**src/rtl/rv_multicycle_ctrl.sv**
```systemverilog
// Multicycle RV32I sequencing controller: Moore FSM plus main/ALU/immediate decode.
// Optional feature macro ILLEGAL_OP_TRAP_EN: unknown opcodes park the FSM in TRAP and raise illegal_op.
module rv_multicycle_ctrl #(
   parameter int unsigned FETCH_WAIT_MAX = 15
) (
   input  logic       clk,
   input  logic       reset,
   input  logic [6:0] op,
   input  logic [2:0] funct3,
   input  logic       funct7b5,
   input  logic       zero,
   input  logic       mem_ready,
   output logic       PCWrite,
   output logic       AdrSrc,
   output logic       MemWrite,
   output logic       IRWrite,
   output logic [1:0] ResultSrc,
   output logic [1:0] ALUSrcA,
   output logic [1:0] ALUSrcB,
   output logic [1:0] ImmSrc,
   output logic       RegWrite,
   output logic [2:0] ALUControl,
   output logic       instr_done,
`ifdef ILLEGAL_OP_TRAP_EN
   output logic       illegal_op,
`endif
   output logic       mem_timeout
);

   localparam int unsigned CNT_W = 4;
   localparam logic [CNT_W-1:0] WAIT_LIMIT = CNT_W'(FETCH_WAIT_MAX);

   localparam logic [6:0] OP_LOAD   = 7'b0000011;
   localparam logic [6:0] OP_STORE  = 7'b0100011;
   localparam logic [6:0] OP_RTYPE  = 7'b0110011;
   localparam logic [6:0] OP_ITYPE  = 7'b0010011;
   localparam logic [6:0] OP_BRANCH = 7'b1100011;
   localparam logic [6:0] OP_JAL    = 7'b1101111;

   typedef enum logic [3:0] {
      S_FETCH, S_DECODE, S_MEMADR, S_MEMREAD, S_MEMWB, S_MEMWRITE,
      S_EXECR, S_EXECI, S_ALUWB, S_BEQ, S_JAL, S_TRAP
   } state_e;

   state_e           state_q, state_d;
   logic [CNT_W-1:0] wait_cnt_q, wait_cnt_d;
   logic             timeout_q, timeout_d;

   logic       pc_update, branch;
   logic [1:0] alu_op;
   logic       mem_write_raw, ir_write_raw, reg_write_raw, done_raw;

   always_ff @(posedge clk or posedge reset) begin
      if (reset) begin
         state_q    <= S_FETCH;
         wait_cnt_q <= '0;
         timeout_q  <= 1'b0;
      end else begin
         state_q    <= state_d;
         wait_cnt_q <= wait_cnt_d;
         timeout_q  <= timeout_d;
      end
   end

   // Fetch stall watchdog: saturating count of consecutive not-ready fetch cycles.
   always_comb begin
      wait_cnt_d = wait_cnt_q;
      timeout_d  = timeout_q;
      if (state_q == S_FETCH) begin
         if (mem_ready) begin
            wait_cnt_d = '0;
         end else begin
            if (wait_cnt_q != '1) wait_cnt_d = wait_cnt_q + CNT_W'(1);
            if (wait_cnt_d >= WAIT_LIMIT) timeout_d = 1'b1;
         end
      end
   end

   always_comb begin
      state_d       = state_q;
      AdrSrc        = 1'b0;
      ResultSrc     = 2'b00;
      ALUSrcA       = 2'b00;
      ALUSrcB       = 2'b00;
      alu_op        = 2'b00;
      pc_update     = 1'b0;
      branch        = 1'b0;
      mem_write_raw = 1'b0;
      ir_write_raw  = 1'b0;
      reg_write_raw = 1'b0;
      done_raw      = 1'b0;
`ifdef ILLEGAL_OP_TRAP_EN
      illegal_op    = 1'b0;
`endif
      case (state_q)
         S_FETCH: begin
            ALUSrcB      = 2'b10;
            ResultSrc    = 2'b10;
            ir_write_raw = mem_ready;
            pc_update    = mem_ready;
            if (mem_ready) state_d = S_DECODE;
         end
         S_DECODE: begin
            ALUSrcA = 2'b01;
            ALUSrcB = 2'b01;
            case (op)
               OP_LOAD, OP_STORE: state_d = S_MEMADR;
               OP_RTYPE:          state_d = S_EXECR;
               OP_ITYPE:          state_d = S_EXECI;
               OP_BRANCH:         state_d = S_BEQ;
               OP_JAL:            state_d = S_JAL;
               default: begin
`ifdef ILLEGAL_OP_TRAP_EN
                  state_d  = S_TRAP;
`else
                  done_raw = 1'b1;
                  state_d  = S_FETCH;
`endif
               end
            endcase
         end
         S_MEMADR: begin
            ALUSrcA = 2'b10;
            ALUSrcB = 2'b01;
            state_d = op[5] ? S_MEMWRITE : S_MEMREAD;
         end
         S_MEMREAD: begin
            AdrSrc = 1'b1;
            if (mem_ready) state_d = S_MEMWB;
         end
         S_MEMWB: begin
            ResultSrc     = 2'b01;
            reg_write_raw = 1'b1;
            done_raw      = 1'b1;
            state_d       = S_FETCH;
         end
         S_MEMWRITE: begin
            AdrSrc        = 1'b1;
            mem_write_raw = 1'b1;
            if (mem_ready) begin
               done_raw = 1'b1;
               state_d  = S_FETCH;
            end
         end
         S_EXECR: begin
            ALUSrcA = 2'b10;
            alu_op  = 2'b10;
            state_d = S_ALUWB;
         end
         S_EXECI: begin
            ALUSrcA = 2'b10;
            ALUSrcB = 2'b01;
            alu_op  = 2'b10;
            state_d = S_ALUWB;
         end
         S_ALUWB: begin
            reg_write_raw = 1'b1;
            done_raw      = 1'b1;
            state_d       = S_FETCH;
         end
         S_BEQ: begin
            ALUSrcA  = 2'b10;
            alu_op   = 2'b01;
            branch   = 1'b1;
            done_raw = 1'b1;
            state_d  = S_FETCH;
         end
         S_JAL: begin
            ALUSrcA   = 2'b01;
            ALUSrcB   = 2'b10;
            pc_update = 1'b1;
            state_d   = S_ALUWB;
         end
`ifdef ILLEGAL_OP_TRAP_EN
         S_TRAP: begin
            illegal_op = 1'b1;
            state_d    = S_TRAP;
         end
`endif
         default: state_d = S_FETCH;
      endcase
   end

   always_comb begin
      ALUControl = 3'b000;
      case (alu_op)
         2'b01: ALUControl = 3'b001;
         2'b10: begin
            case (funct3)
               3'b000:  ALUControl = (funct7b5 & op[5]) ? 3'b001 : 3'b000;
               3'b010:  ALUControl = 3'b101;
               3'b110:  ALUControl = 3'b011;
               3'b111:  ALUControl = 3'b010;
               default: ALUControl = 3'b000;
            endcase
         end
         default: ALUControl = 3'b000;
      endcase
   end

   always_comb begin
      ImmSrc = 2'b00;
      case (op)
         OP_STORE:  ImmSrc = 2'b01;
         OP_BRANCH: ImmSrc = 2'b10;
         OP_JAL:    ImmSrc = 2'b11;
         default:   ImmSrc = 2'b00;
      endcase
   end

   // Strobes are squashed while reset is held so an aborted store never reaches memory.
   assign PCWrite     = ~reset & (pc_update | (branch & zero));
   assign MemWrite    = ~reset & mem_write_raw;
   assign IRWrite     = ~reset & ir_write_raw;
   assign RegWrite    = ~reset & reg_write_raw;
   assign instr_done  = ~reset & done_raw;
   assign mem_timeout = ~reset & timeout_q;

endmodule

```
**config.mk**
```make
export PLATFORM = sky130hd
export DESIGN_NAME = rv_multicycle_ctrl
export DESIGN_NICKNAME = d
export VERILOG_FILES = /design/src/rtl/rv_multicycle_ctrl.sv
export SDC_FILE = /design/constraint.sdc
export NUM_CORES = 1
export LEC_CHECK = 0
export CAP_MARGIN = 40
export CELL_PAD_IN_SITES_DETAIL_PLACEMENT = 1
export CELL_PAD_IN_SITES_GLOBAL_PLACEMENT = 2
export CORE_ASPECT_RATIO = 1.4
export CORE_MARGIN = 1
export CORE_UTILIZATION = 23
export DETAILED_ROUTE_END_ITERATION = 10
export PLACE_DENSITY_LB_ADDON = 0.1
export SETUP_SLACK_MARGIN = 0.2
export SYNTH_ARGS = -nofsm -noshare
export SYNTH_HDL_FRONTEND = slang
export SYNTH_SLANG_ARGS = --single-unit
export TNS_END_PERCENT = 10
```
**constraint.sdc**
```tcl
create_clock -name clk -period 2.39 [get_ports clk]
set_clock_uncertainty 0.05 [all_clocks]
set_input_delay 0.3585 -clock clk [delete_from_list [all_inputs] [get_ports clk]]
set_output_delay 0.3585 -clock clk [all_outputs]
set_load 0.01 [all_outputs]
```
==> results of run 1 <==
-- state kept, by name (all words and copies together) (netlist names) --
signal and count:
wait_cnt_q 4, state_q 4, timeout_q 1
-- layout by cell type, fill, tap and decap left out, types with 2 or more instances in the layout --
| cell type | count |
|---|---|
| ha_1 | 3 |
| a31o_2 | 2 |
| a22o_1 | 2 |
| a21oi_1 | 8 |
| dlygate4sd2_1 | 9 |
| nor2_1 | 12 |
| clkbuf_8 | 3 |
| nor3_1 | 7 |
| nor2b_1 | 2 |
| or4_4 | 2 |
| dfrtp_1 | 9 |
| xor2_1 | 2 |
| nand2_1 | 11 |
| buf_2 | 3 |
| nor2b_4 | 2 |
| nor4_1 | 2 |
| buf_6 | 2 |
| nand3_1 | 3 |
| buf_4 | 18 |
| o21ai_0 | 9 |
| nor3b_1 | 2 |
| nand2b_1 | 2 |
| clkdlybuf4s50_1 | 17 |
| inv_1 | 8 |
| nor3_2 | 2 |
| a31oi_1 | 2 |
-- routing by layer --
metal  up-vias  part of all wire [%]  track usage [%]
li1        527                     -                -
met1       485                    37             17.1
met2        22                    58             35.1
met3         5                   2.8             2.25
met4         0                   1.8             7.89
met5         -                     0                0
-- what timing repair did --
item,CTS,global route
setup buffers,0,2
setup endpoints to repair,16,11
pin swaps,2,0
gates cloned,0,0
resized for setup,34,10
-- worst min path at each step --
stage,start,end,slack (ns),depth (start not counted)
after floorplan,reset,state_q[0],0.32,2
after global placement,timeout_q,timeout_q,0.41,1
after detailed placement,timeout_q,timeout_q,0.40,1
after CTS,timeout_q,timeout_q,0.41,1
after global routing,timeout_q,timeout_q,0.45,1
final,timeout_q,timeout_q,0.41,1
-- cell type report --
class / count / area share [%]
Multi-Input combinational cell: 94 / 43.3
Timing Repair Buffer: 53 / 32.5
Sequential cell: 9 / 15.6
Tap cell: 40 / 3.46
Clock buffer: 4 / 3.11
Inverter: 8 / 2.07
-- critical path: cells and delay by family, from the launching register on --
family / cells / cell delay [ns]
flops: 1 / 0.42
buf+inv: 2 / 0.41
simple gates: 3 / 0.39
fa+ha+maj: 1 / 0.32
-- cells by family (layout without fill, tap and decap cells) --
kind of cell             after synthesis  count (layout)
multiplexers                           2               2
flip-flops                             9               9
adder cells (fa/ha/maj)                3               3
AO/OA/AOI/OAI                         32              32
XOR/XNOR                               4               4
buffers and inverters                 13              65
AND/OR/NAND/NOR                       53              53
-- metrics by stage --
step	instances	worst slack, ns	utilization, %	TNS, ns
floorplan	116	0.333	-	0
global placement	202	-0.115	39.3	-0.200
detailed placement	202	-0.124	39.3	-0.234
CTS	206	0.129	40.6	0
global route	208	0.104	41.7	0
finish	208	0.197	41.7	0
-- power breakdown --
| part | internal (mW) | leakage (nW) | total [mW] | switching (mW) |
|---|---|---|---|---|
| clock | 0.116 | 0.0228 | 0.179 | 0.0621 |
| sequential | 0.189 | 0.121 | 0.240 | 0.0513 |
| combinational | 0.310 | 0.552 | 0.581 | 0.271 |
==> report_table.html, run 1 <==
<table>
<tr><th>Metric</th><th>Value</th></tr>
<tr><th colspan="2">CTS</th></tr>
<tr><td>Clk_lat worst skew</td><td>0.23 ns</td></tr>
<tr><td>CTS tree</td><td>done</td></tr>
<tr><td>Clk sink count</td><td>9</td></tr>
<tr><td>CTS Hold Bufs</td><td>0</td></tr>
<tr><td>Root cell of the clock tree</td><td>clkbuf_8</td></tr>
<tr><td>TritonCTS Buffers</td><td>3</td></tr>
<tr><td>Reg clk slew, reported paths</td><td>roughly 0.040 ns</td></tr>
<tr><td>CTS max path bufs</td><td>2</td></tr>
<tr><td>H-tree Lvls</td><td>1</td></tr>
<tr><th colspan="2">Placed design</th></tr>
<tr><td>Detailed placement HPWL</td><td>2530 um</td></tr>
<tr><td>Placer Congestion</td><td>0.747</td></tr>
<tr><td>Buffers added on ports</td><td>32</td></tr>
<tr><td>Placed cell areas</td><td>around 0.0014 sq mm</td></tr>
<tr><th colspan="2">Logic synthesis</th></tr>
<tr><td>Warnings, synthesis</td><td>0</td></tr>
<tr><td>Number of enable flip-flop cells after synthesis</td><td>0</td></tr>
<tr><td>Post-synthesis cell area</td><td>858 sq um</td></tr>
<tr><td>Top cells by area in the synthesized netlist</td><td>dfrtp_1, nor3_1, o21ai_0</td></tr>
<tr><td>Synthesized net count</td><td>134</td></tr>
<tr><td>Count of unique library cells instantiated by Yosys</td><td>36</td></tr>
<tr><td>Share of synthesized area spent on multiplexers</td><td>2.48%</td></tr>
<tr><td>Proportion of synthesized flip-flops having asynchronous set or reset</td><td>100%</td></tr>
<tr><td>Post-synth top cells</td><td>nand2_1, nor2_1, dfrtp_1, nor3_1, o21ai_0</td></tr>
<tr><td>Commonest register cell after synthesis</td><td>dfrtp_1</td></tr>
<tr><td>Number of synthesized register bits</td><td>9</td></tr>
<tr><td>Post-synthesis sequential area ratio</td><td>26.2%</td></tr>
<tr><td>Xor and xnor area share after synthesis</td><td>4.08%</td></tr>
<tr><td>Leading area contributor after synthesis</td><td>dfrtp_1</td></tr>
<tr><td>Compound-cell area share of the yosys netlist</td><td>between 20% and 30%</td></tr>
<tr><td>Share of synthesized cell area in full adder, half adder and majority cells</td><td>4.37%</td></tr>
<tr><td>Count of mapped cells out of synthesis</td><td>116</td></tr>
<tr><td>Synth top area share</td><td>26.2%</td></tr>
<tr><td>Mean post-synth cell area</td><td>approximately 7.4 sq um</td></tr>
<tr><td>Simple-gate portion of the synthesized area</td><td>32.4%</td></tr>
<tr><td>Dominant combinational cell family by area after synthesis</td><td>simple AND/OR/NAND/NOR gates</td></tr>
<tr><th colspan="2">Cells and area</th></tr>
<tr><td>Fill cells</td><td>440</td></tr>
<tr><td>Antenna diode count</td><td>0</td></tr>
<tr><td>Net total in the final layout</td><td>187</td></tr>
<tr><td>Fraction of final layout cells with drive strength greater than 1</td><td>between 20% and 30%</td></tr>
<tr><td>Storage element area</td><td>225 sq um</td></tr>
<tr><td>Area used by multi-input combinational logic</td><td>about 630 sq um</td></tr>
<tr><td>Final Cell Area</td><td>0.00145 sq mm</td></tr>
<tr><td>Synthesis-to-layout area growth</td><td>68.7%</td></tr>
<tr><th colspan="2">Worst setup path</th></tr>
<tr><td>Setup slack of the most critical reg-to-reg path</td><td>roughly 0.58 ns</td></tr>
<tr><td>Critical path startpoint category</td><td>register</td></tr>
<tr><td>Startpoint of the worst-slack reg-to-reg timing path</td><td>state_q[3]</td></tr>
<tr><td>Slowest cell on crit path</td><td>dfrtp_1</td></tr>
<tr><td>Worst path arrival time</td><td>1.78 ns</td></tr>
<tr><td>CP Capture Type</td><td>output pin</td></tr>
<tr><td>Worst path max stage delay</td><td>between 0.4 and 0.5 ns</td></tr>
<tr><td>End point of the critical path</td><td>ALUControl[1]</td></tr>
<tr><td>Start-to-end type of the worst setup path</td><td>register to output pin</td></tr>
<tr><td>Worst r2r path cells</td><td>4</td></tr>
<tr><td>Reg-to-reg critical path endpoint</td><td>state_q[2]</td></tr>
<tr><td>Crit. Startpoint</td><td>state_q[1]</td></tr>
<tr><td>Maximum net fanout on the critical path</td><td>12</td></tr>
<tr><td>List of cells traversed by the critical path</td><td>buf_12, nor2b_4, nand2_2, ha_1, nor3_2, clkdlybuf4s15_2</td></tr>
<tr><td>Critical path required time</td><td>1.98 ns</td></tr>
<tr><th colspan="2">Detailed routing</th></tr>
<tr><td>Post-detailed-route DRC marker count</td><td>0</td></tr>
<tr><td>First DRT Iteration DRCs</td><td>10</td></tr>
<tr><td>Number of iterations in the first detailed-routing pass</td><td>4</td></tr>
<tr><td>Vias after detailed routing</td><td>1,039</td></tr>
<tr><td>Antenna viol nets, final</td><td>0</td></tr>
<tr><td>Routed wirelength normalized by instance count</td><td>14.8 um</td></tr>
<tr><td>Detailed-route wire length</td><td>3090 um</td></tr>
<tr><td>Via/cell ratio</td><td>5.00</td></tr>
<tr><th colspan="2">STA</th></tr>
<tr><td>Unrepaired setup endpoints after global routing</td><td>true</td></tr>
<tr><td>Final-layout worst hold slack</td><td>0.408 ns</td></tr>
<tr><td>Fmax</td><td>456 MHz</td></tr>
<tr><td>Final period util</td><td>approximately nine tenths</td></tr>
<tr><td>Final Slew Violations</td><td>0</td></tr>
<tr><td>Hold Violations, Final</td><td>0</td></tr>
<tr><td>Transition time at the pin with the least slew margin</td><td>0.359 ns</td></tr>
<tr><td>Setup Viol. Count Final</td><td>0</td></tr>
<tr><td>Worst rel slew slack</td><td>76.1%</td></tr>
<tr><td>Post-route minimum period</td><td>2.19 ns</td></tr>
<tr><th colspan="2">Die</th></tr>
<tr><td>Count of boundary I/O pins</td><td>33</td></tr>
<tr><td>Die Height</td><td>between 70 and 80 um</td></tr>
<tr><td>Floorplan row count</td><td>25</td></tr>
<tr><td>Std-Cell Core Area</td><td>between 0.003 and 0.004 sq mm</td></tr>
<tr><td>Floorplan die area</td><td>0.00398 sq mm</td></tr>
<tr><td>Chip width</td><td>53.6 um</td></tr>
<tr><td>Initial Util</td><td>24.7%</td></tr>
<tr><th colspan="2">Global routing</th></tr>
<tr><td>Pin count of the biggest net entering global routing</td><td>13</td></tr>
<tr><td>Global-route wire length before repair</td><td>5040 um</td></tr>
<tr><td>Grt total ovfl</td><td>0</td></tr>
<tr><td>Vias in the first global route</td><td>1,136</td></tr>
<tr><td>Overall routing resource usage</td><td>17.6%</td></tr>
<tr><td>Antenna violations before repair</td><td>0</td></tr>
<tr><th colspan="2">Run</th></tr>
<tr><td>Max-cap viol count</td><td>0</td></tr>
<tr><th colspan="2">Min path</th></tr>
<tr><td>Hold WC Path Type</td><td>register to register</td></tr>
<tr><th colspan="2">Power and ir drop</th></tr>
<tr><td>Max VDD drop</td><td>416 uV</td></tr>
<tr><td>Leakage</td><td>0.696 nW</td></tr>
<tr><td>Final Total Pwr</td><td>999 uW</td></tr>
<tr><td>Cell area power density</td><td>between 600 and 700 mW/mm^2</td></tr>
<tr><th colspan="2">Status</th></tr>
<tr><td>Outcome</td><td>completed</td></tr>
</table>
No activity file was read; power rests on OpenSTA's default activity.
==> run 2: changes to the inputs <==
Settings changed: CELL_PAD_IN_SITES_DETAIL_PLACEMENT 1 to not set, CELL_PAD_IN_SITES_GLOBAL_PLACEMENT 2 to not set, CORE_ASPECT_RATIO 1.4 to not set, CORE_UTILIZATION 23 to 25, GPL_ROUTABILITY_DRIVEN set to 1, PLACE_DENSITY_LB_ADDON 0.1 to not set.
==> run 2 against run 1 <==
Effect of this change:
- sequential share of layout area is 0.27 points higher
- total power is 9.9% lower
- fmax is 0.56% lower
- worst hold slack better by 0.0047 ns
- via count is 1.4% higher
- design area is 1.7% lower
- final cell count is 2.4% higher
- register-to-register slack worse by 0.05 ns
- die area is 7.8% lower
- wire length is 16% lower
- largest power group unchanged
==> report_table.html, run 2 (same netlist as run 1, synthesis figures left out) <==
<table>
<tr><th>Metric</th><th>Value</th></tr>
<tr><th colspan="2">Status</th></tr>
<tr><td>Outcome</td><td>completed</td></tr>
<tr><th colspan="2">CTS</th></tr>
<tr><td>CTS max path bufs</td><td>2</td></tr>
<tr><td>Root cell of the clock tree</td><td>clkbuf_4</td></tr>
<tr><td>Clk_lat worst skew</td><td>0.26 ns</td></tr>
<tr><td>Reg clk slew, reported paths</td><td>roughly 0.060 ns</td></tr>
<tr><td>CTS Hold Bufs</td><td>0</td></tr>
<tr><td>Clk sink count</td><td>9</td></tr>
<tr><td>H-tree Lvls</td><td>1</td></tr>
<tr><td>CTS tree</td><td>done</td></tr>
<tr><td>TritonCTS Buffers</td><td>3</td></tr>
<tr><th colspan="2">Cells and area</th></tr>
<tr><td>Commonest cells after routing, fill and taps aside</td><td>buf_4, clkdlybuf4s50_1, nand2_1, nor2_1</td></tr>
<tr><td>Fraction of final layout cells with drive strength greater than 1</td><td>about a quarter</td></tr>
<tr><td>Synthesis-to-layout area growth</td><td>65.7%</td></tr>
<tr><td>Antenna diode count</td><td>0</td></tr>
<tr><td>Top flop regs</td><td>state_q (4), wait_cnt_q (4), timeout_q (1)</td></tr>
<tr><td>Most common cell after layout, fill and taps aside</td><td>buf_4</td></tr>
<tr><td>Net total in the final layout</td><td>188</td></tr>
<tr><td>Final Cell Area</td><td>0.00142 sq mm</td></tr>
<tr><th colspan="2">Placed design</th></tr>
<tr><td>Placed cell areas</td><td>roughly 0.0014 sq mm</td></tr>
<tr><td>Placer Congestion</td><td>0.804</td></tr>
<tr><td>Buffers added on ports</td><td>32</td></tr>
<tr><td>Detailed placement HPWL</td><td>roughly 2000 um</td></tr>
<tr><th colspan="2">Worst setup path</th></tr>
<tr><td>Critical path startpoint category</td><td>register</td></tr>
<tr><td>Maximum net fanout on the critical path</td><td>4</td></tr>
<tr><td>Critical path required time</td><td>1.98 ns</td></tr>
<tr><td>Start-to-end type of the worst setup path</td><td>register to output pin</td></tr>
<tr><td>CP Capture Type</td><td>output pin</td></tr>
<tr><td>Worst path arrival time</td><td>around 1.8 ns</td></tr>
<tr><th colspan="2">Power and ir drop</th></tr>
<tr><td>Leakage</td><td>0.692 nW</td></tr>
<tr><td>Max VDD drop</td><td>206 uV</td></tr>
<tr><td>Cell area power density</td><td>633 mW/mm^2</td></tr>
<tr><th colspan="2">Detailed routing</th></tr>
<tr><td>Vias after detailed routing</td><td>1,054</td></tr>
<tr><td>Top metal layer carrying routed signals</td><td>met4</td></tr>
<tr><td>Length of routed wiring on met1</td><td>~1200 um</td></tr>
<tr><td>Met2 WL</td><td>1210 um</td></tr>
<tr><td>Routed wirelength normalized by instance count</td><td>12.2 um</td></tr>
<tr><td>Number of iterations in the first detailed-routing pass</td><td>4</td></tr>
<tr><td>Wire length on met3</td><td>111 um</td></tr>
<tr><td>Post-detailed-route DRC marker count</td><td>0</td></tr>
<tr><td>Via/cell ratio</td><td>4.95</td></tr>
<tr><td>Detailed-route wire length</td><td>between 2000 and 3000 um</td></tr>
<tr><td>Antenna viol nets, final</td><td>0</td></tr>
<tr><td>First DRT Iteration DRCs</td><td>29</td></tr>
<tr><th colspan="2">Global routing</th></tr>
<tr><td>Antenna violations before repair</td><td>0</td></tr>
<tr><td>Global-route wire length before repair</td><td>4240 um</td></tr>
<tr><td>Vias in the first global route</td><td>about 950</td></tr>
<tr><td>Pin count of the biggest net entering global routing</td><td>16</td></tr>
<tr><td>Grt total ovfl</td><td>0</td></tr>
<tr><td>Overall routing resource usage</td><td>~16%</td></tr>
<tr><th colspan="2">STA</th></tr>
<tr><td>Transition time at the pin with the least slew margin</td><td>0.361 ns</td></tr>
<tr><td>Final period util</td><td>slightly above 90%</td></tr>
<tr><td>Fmax</td><td>~450 MHz</td></tr>
<tr><td>Setup Viol. Count Final</td><td>0</td></tr>
<tr><td>Final Slew Violations</td><td>0</td></tr>
<tr><td>Post-route minimum period</td><td>2.21 ns</td></tr>
<tr><td>Unrepaired setup endpoints after global routing</td><td>true</td></tr>
<tr><td>Hold Violations, Final</td><td>0</td></tr>
<tr><td>Worst rel slew slack</td><td>75.9%</td></tr>
<tr><td>Final-layout worst hold slack</td><td>0.413 ns</td></tr>
<tr><th colspan="2">Die</th></tr>
<tr><td>Die Height</td><td>60.6 um</td></tr>
<tr><td>Chip width</td><td>60.6 um</td></tr>
<tr><td>Initial Util</td><td>27.2%</td></tr>
<tr><td>Floorplan row count</td><td>20</td></tr>
<tr><td>Std-Cell Core Area</td><td>0.00315 sq mm</td></tr>
<tr><td>Count of boundary I/O pins</td><td>33</td></tr>
<tr><td>Floorplan die area</td><td>0.00367 sq mm</td></tr>
<tr><th colspan="2">Min path</th></tr>
<tr><td>Hold WC Path Type</td><td>register to register</td></tr>
<tr><th colspan="2">Run</th></tr>
<tr><td>Max-cap viol count</td><td>0</td></tr>
</table>
==> run 2: metal layers <==
metal	GRT usage (%)	vias to the layer above
met5	0	-
met4	4.87	0
met3	3.20	5
met2	24.3	33
met1	21.5	486
li1	-	530
==> run 2: per-stage QoR <==
step           setup WS [ns]  power (mW)  std cells  utilization, %  TNS, ns
3_3_place_gp         -0.0799       0.789        207            43.3   -0.124
2_1_floorplan          0.333       0.528        116               -        0
3_5_place_dp         -0.0851       0.790        207            43.3   -0.159
4_1_cts                0.151       0.901        211            44.0        0
6_report               0.185       0.901        213            45.1        0
5_1_grt               0.0622       0.987        213            45.1        0
==> run 2: cell type report <==
| type | count | area, sq um |
|---|---|---|
| repair buffers | 54 | 463 |
| inverters | 8 | 30.0 |
| fillers | 341 | 1730 |
| well taps | 44 | 55.1 |
| multi-input cells | 94 | 623 |
| clock buffers | 4 | 26.3 |
| flip-flops and latches | 9 | 225 |
==> run 2: what timing repair did <==
item                       4_1_cts  5_1_grt
buffers inserted                 0        1
setup endpoints to repair       16       11
gates cloned                     0        1
gates resized for setup         34        5
pin swaps                        0        2
==> run 2: power breakdown <==
part / switching, mW / internal, mW / leakage [nW]
sequential: 0.0439 / 0.188 / 0.121
combinational: 0.263 / 0.291 / 0.556
clock: 0.0508 / 0.0642 / 0.0150
==> run 2: final timing paths <==
check / slack [ns] / to / cells after the start / from
setup / recovery: 0.18 / instr_done / 4 / state_q[2]
hold / removal: 0.41 / timeout_q / 1 / timeout_q
setup reg to reg: 0.53 / state_q[2] / 4 / state_q[2]
hold reg to reg: 0.41 / timeout_q / 1 / timeout_q
max in group asynchronous: 1.36 / wait_cnt_q[1] / 3 / reset
min in group asynchronous: 0.66 / state_q[0] / 3 / reset
==> run 2: critical path, cell delays in order, from the launching register on <==
cell,delay (ns)
dfrtp_1,0.42
or4b_4,0.58
a211o_1,0.26
o32ai_2,0.12
buf_2,0.17
==> run 3: changes to the inputs <==
Settings changed: PLACE_DENSITY set to 0.55.
==> run 3 against run 2 <==
Effect of this change:
- critical path depth is 1 higher
- count of clock-buffer cells in the layout stayed put
- non-clock buffer count is 1 higher
- critical path type unchanged
- critical endpoint is now ALUSrcB[0]
==> report_table.html, run 3 (same netlist as run 1, synthesis figures left out) <==
<table>
<tr><th>Metric</th><th>Value</th></tr>
<tr><th colspan="2">Status</th></tr>
<tr><td>Outcome</td><td>completed</td></tr>
<tr><th colspan="2">CTS</th></tr>
<tr><td>H-tree Lvls</td><td>1</td></tr>
<tr><td>Clk_lat worst skew</td><td>around 0.26 ns</td></tr>
<tr><td>Clk sink count</td><td>9</td></tr>
<tr><td>CTS Hold Bufs</td><td>0</td></tr>
<tr><td>Root cell of the clock tree</td><td>clkbuf_4</td></tr>
<tr><td>CTS tree</td><td>done</td></tr>
<tr><td>Reg clk slew, reported paths</td><td>0.06 ns</td></tr>
<tr><td>CTS max path bufs</td><td>2</td></tr>
<tr><td>TritonCTS Buffers</td><td>3</td></tr>
<tr><th colspan="2">Worst setup path</th></tr>
<tr><td>Buffers &amp; Inverters on Critical Path</td><td>2</td></tr>
<tr><td>Worst path max stage delay</td><td>0.54 ns</td></tr>
<tr><td>Cell family with most CP delay</td><td>buffers and inverters</td></tr>
<tr><td>Maximum net fanout on the critical path</td><td>8</td></tr>
<tr><td>Worst path arrival time</td><td>1.78 ns</td></tr>
<tr><td>Critical path required time</td><td>between 1.5 and 2 ns</td></tr>
<tr><td>Start-to-end type of the worst setup path</td><td>register to output pin</td></tr>
<tr><td>Setup slack of the most critical reg-to-reg path</td><td>0.60 ns</td></tr>
<tr><td>Critical path startpoint category</td><td>register</td></tr>
<tr><td>List of cells traversed by the critical path</td><td>buf_4, nor3b_1, a21oi_1, nor2_1, clkdlybuf4s50_1</td></tr>
<tr><td>CP Capture Type</td><td>output pin</td></tr>
<tr><td>Slowest cell on crit path</td><td>clkdlybuf4s50_1</td></tr>
<tr><th colspan="2">Placed design</th></tr>
<tr><td>Buffers added on ports</td><td>32</td></tr>
<tr><td>Placer Congestion</td><td>0.786</td></tr>
<tr><td>Placed cell areas</td><td>0.00137 sq mm</td></tr>
<tr><td>Pre-CTS WS</td><td>-0.0798 ns</td></tr>
<tr><td>Detailed placement HPWL</td><td>2030 um</td></tr>
<tr><th colspan="2">STA</th></tr>
<tr><td>Unrepaired setup endpoints after global routing</td><td>true</td></tr>
<tr><td>Final period util</td><td>91.6%</td></tr>
<tr><td>Transition time at the pin with the least slew margin</td><td>approximately 0.33 ns</td></tr>
<tr><td>Final Slew Violations</td><td>0</td></tr>
<tr><td>Fmax</td><td>457 MHz</td></tr>
<tr><td>Worst rel slew slack</td><td>about 78%</td></tr>
<tr><td>Setup Viol. Count Final</td><td>0</td></tr>
<tr><td>Hold Violations, Final</td><td>0</td></tr>
<tr><td>Post-route minimum period</td><td>between 2 and 2.5 ns</td></tr>
<tr><td>Final-layout worst hold slack</td><td>0.429 ns</td></tr>
<tr><td>Aggregate negative setup slack</td><td>0 ns</td></tr>
<tr><td>Final worst setup slack</td><td>~0.2 ns</td></tr>
<tr><th colspan="2">Die</th></tr>
<tr><td>Floorplan die area</td><td>between 0.003 and 0.004 sq mm</td></tr>
<tr><td>Count of boundary I/O pins</td><td>33</td></tr>
<tr><td>Chip width</td><td>60.6 um</td></tr>
<tr><td>Std-Cell Core Area</td><td>0.00315 sq mm</td></tr>
<tr><td>Die Height</td><td>approximately 60 um</td></tr>
<tr><td>Floorplan row count</td><td>20</td></tr>
<tr><td>Initial Util</td><td>27.2%</td></tr>
<tr><th colspan="2">Detailed routing</th></tr>
<tr><td>Via/cell ratio</td><td>4.86</td></tr>
<tr><td>Number of iterations in the first detailed-routing pass</td><td>4</td></tr>
<tr><td>Vias after detailed routing</td><td>roughly 1.0k</td></tr>
<tr><td>Detailed-route wire length</td><td>2670 um</td></tr>
<tr><td>Routed wirelength normalized by instance count</td><td>12.5 um</td></tr>
<tr><td>Post-detailed-route DRC marker count</td><td>0</td></tr>
<tr><td>First DRT Iteration DRCs</td><td>28</td></tr>
<tr><td>Antenna viol nets, final</td><td>0</td></tr>
<tr><th colspan="2">Cells and area</th></tr>
<tr><td>Net total in the final layout</td><td>189</td></tr>
<tr><td>Fraction of final layout cells with drive strength greater than 1</td><td>28.2%</td></tr>
<tr><td>Commonest cells after routing, fill and taps aside</td><td>buf_4, clkdlybuf4s50_1, nor2_1, nand2_1</td></tr>
<tr><td>Top flop regs</td><td>state_q (4), wait_cnt_q (4), timeout_q (1)</td></tr>
<tr><td>Antenna diode count</td><td>0</td></tr>
<tr><td>Final Cell Area</td><td>0.00144 sq mm</td></tr>
<tr><td>Post-layout utilization of the core</td><td>45.6%</td></tr>
<tr><td>Most common cell after layout, fill and taps aside</td><td>buf_4</td></tr>
<tr><td>Synthesis-to-layout area growth</td><td>67.5%</td></tr>
<tr><th colspan="2">Power and ir drop</th></tr>
<tr><td>Cell area power density</td><td>630 mW/mm^2</td></tr>
<tr><td>Max VDD drop</td><td>155 uV</td></tr>
<tr><td>Leakage</td><td>0.682 nW</td></tr>
<tr><th colspan="2">Global routing</th></tr>
<tr><td>Vias in the first global route</td><td>1,033</td></tr>
<tr><td>Overall routing resource usage</td><td>15.9%</td></tr>
<tr><td>Pin count of the biggest net entering global routing</td><td>12</td></tr>
<tr><td>Global-route wire length before repair</td><td>4310 um</td></tr>
<tr><td>Antenna violations before repair</td><td>0</td></tr>
<tr><td>Grt total ovfl</td><td>0</td></tr>
<tr><th colspan="2">Min path</th></tr>
<tr><td>Hold WC Path Type</td><td>register to register</td></tr>
<tr><th colspan="2">Run</th></tr>
<tr><td>Max-cap viol count</td><td>0</td></tr>
</table>
==> run 3: layout make-up <==
class	count	area (sq um)
inverter	8	30.0
clock buffer	4	26.3
tap	44	55.1
timing repair buffer	55	472
multi-input combinational	94	629
sequential	9	225
fill	342	1720
==> run 3: worst paths after layout <==
kind,startpoint,to,cells past startpoint
min reg2reg,timeout_q,timeout_q,1
max reg2reg,state_q[2],state_q[2],4
max,state_q[0],ALUSrcB[0],5
min in group asynchronous,reset,state_q[0],3
min,timeout_q,timeout_q,1
max in group asynchronous,reset,wait_cnt_q[1],3
==> run 3: per-stage QoR <==
step / cells / power [mW]
after CTS: 211 / 0.903
after global placement: 207 / 0.788
final: 214 / 0.906
after detailed placement: 207 / 0.792
after floorplan: 116 / 0.528
after global routing: 214 / 0.982
==> run 3: report_power, final <==
part	total (mW)	switching [mW]	leakage, nW	internal, mW
Combinational	0.559	0.266	0.546	0.292
Sequential	0.232	0.0442	0.121	0.188
Clock	0.115	0.0510	0.0150	0.0642
==> run 3: layer usage <==
metal | wire length (um) | share of wire (%) | track usage (%)
met4 | 21 | 0.79 | 8.77
met2 | 1370 | 51 | 30.0
met1 | 1150 | 43 | 17.1
met3 | 119 | 4.5 | 1.92
met5 | 0 | 0 | 0
==> run 3: what timing repair did <==
item,in CTS,in global routing
endpoints found under the setup margin,14,11
gates resized for setup,34,6
buffers inserted,0,3
gates cloned,0,0
pin swaps,2,1
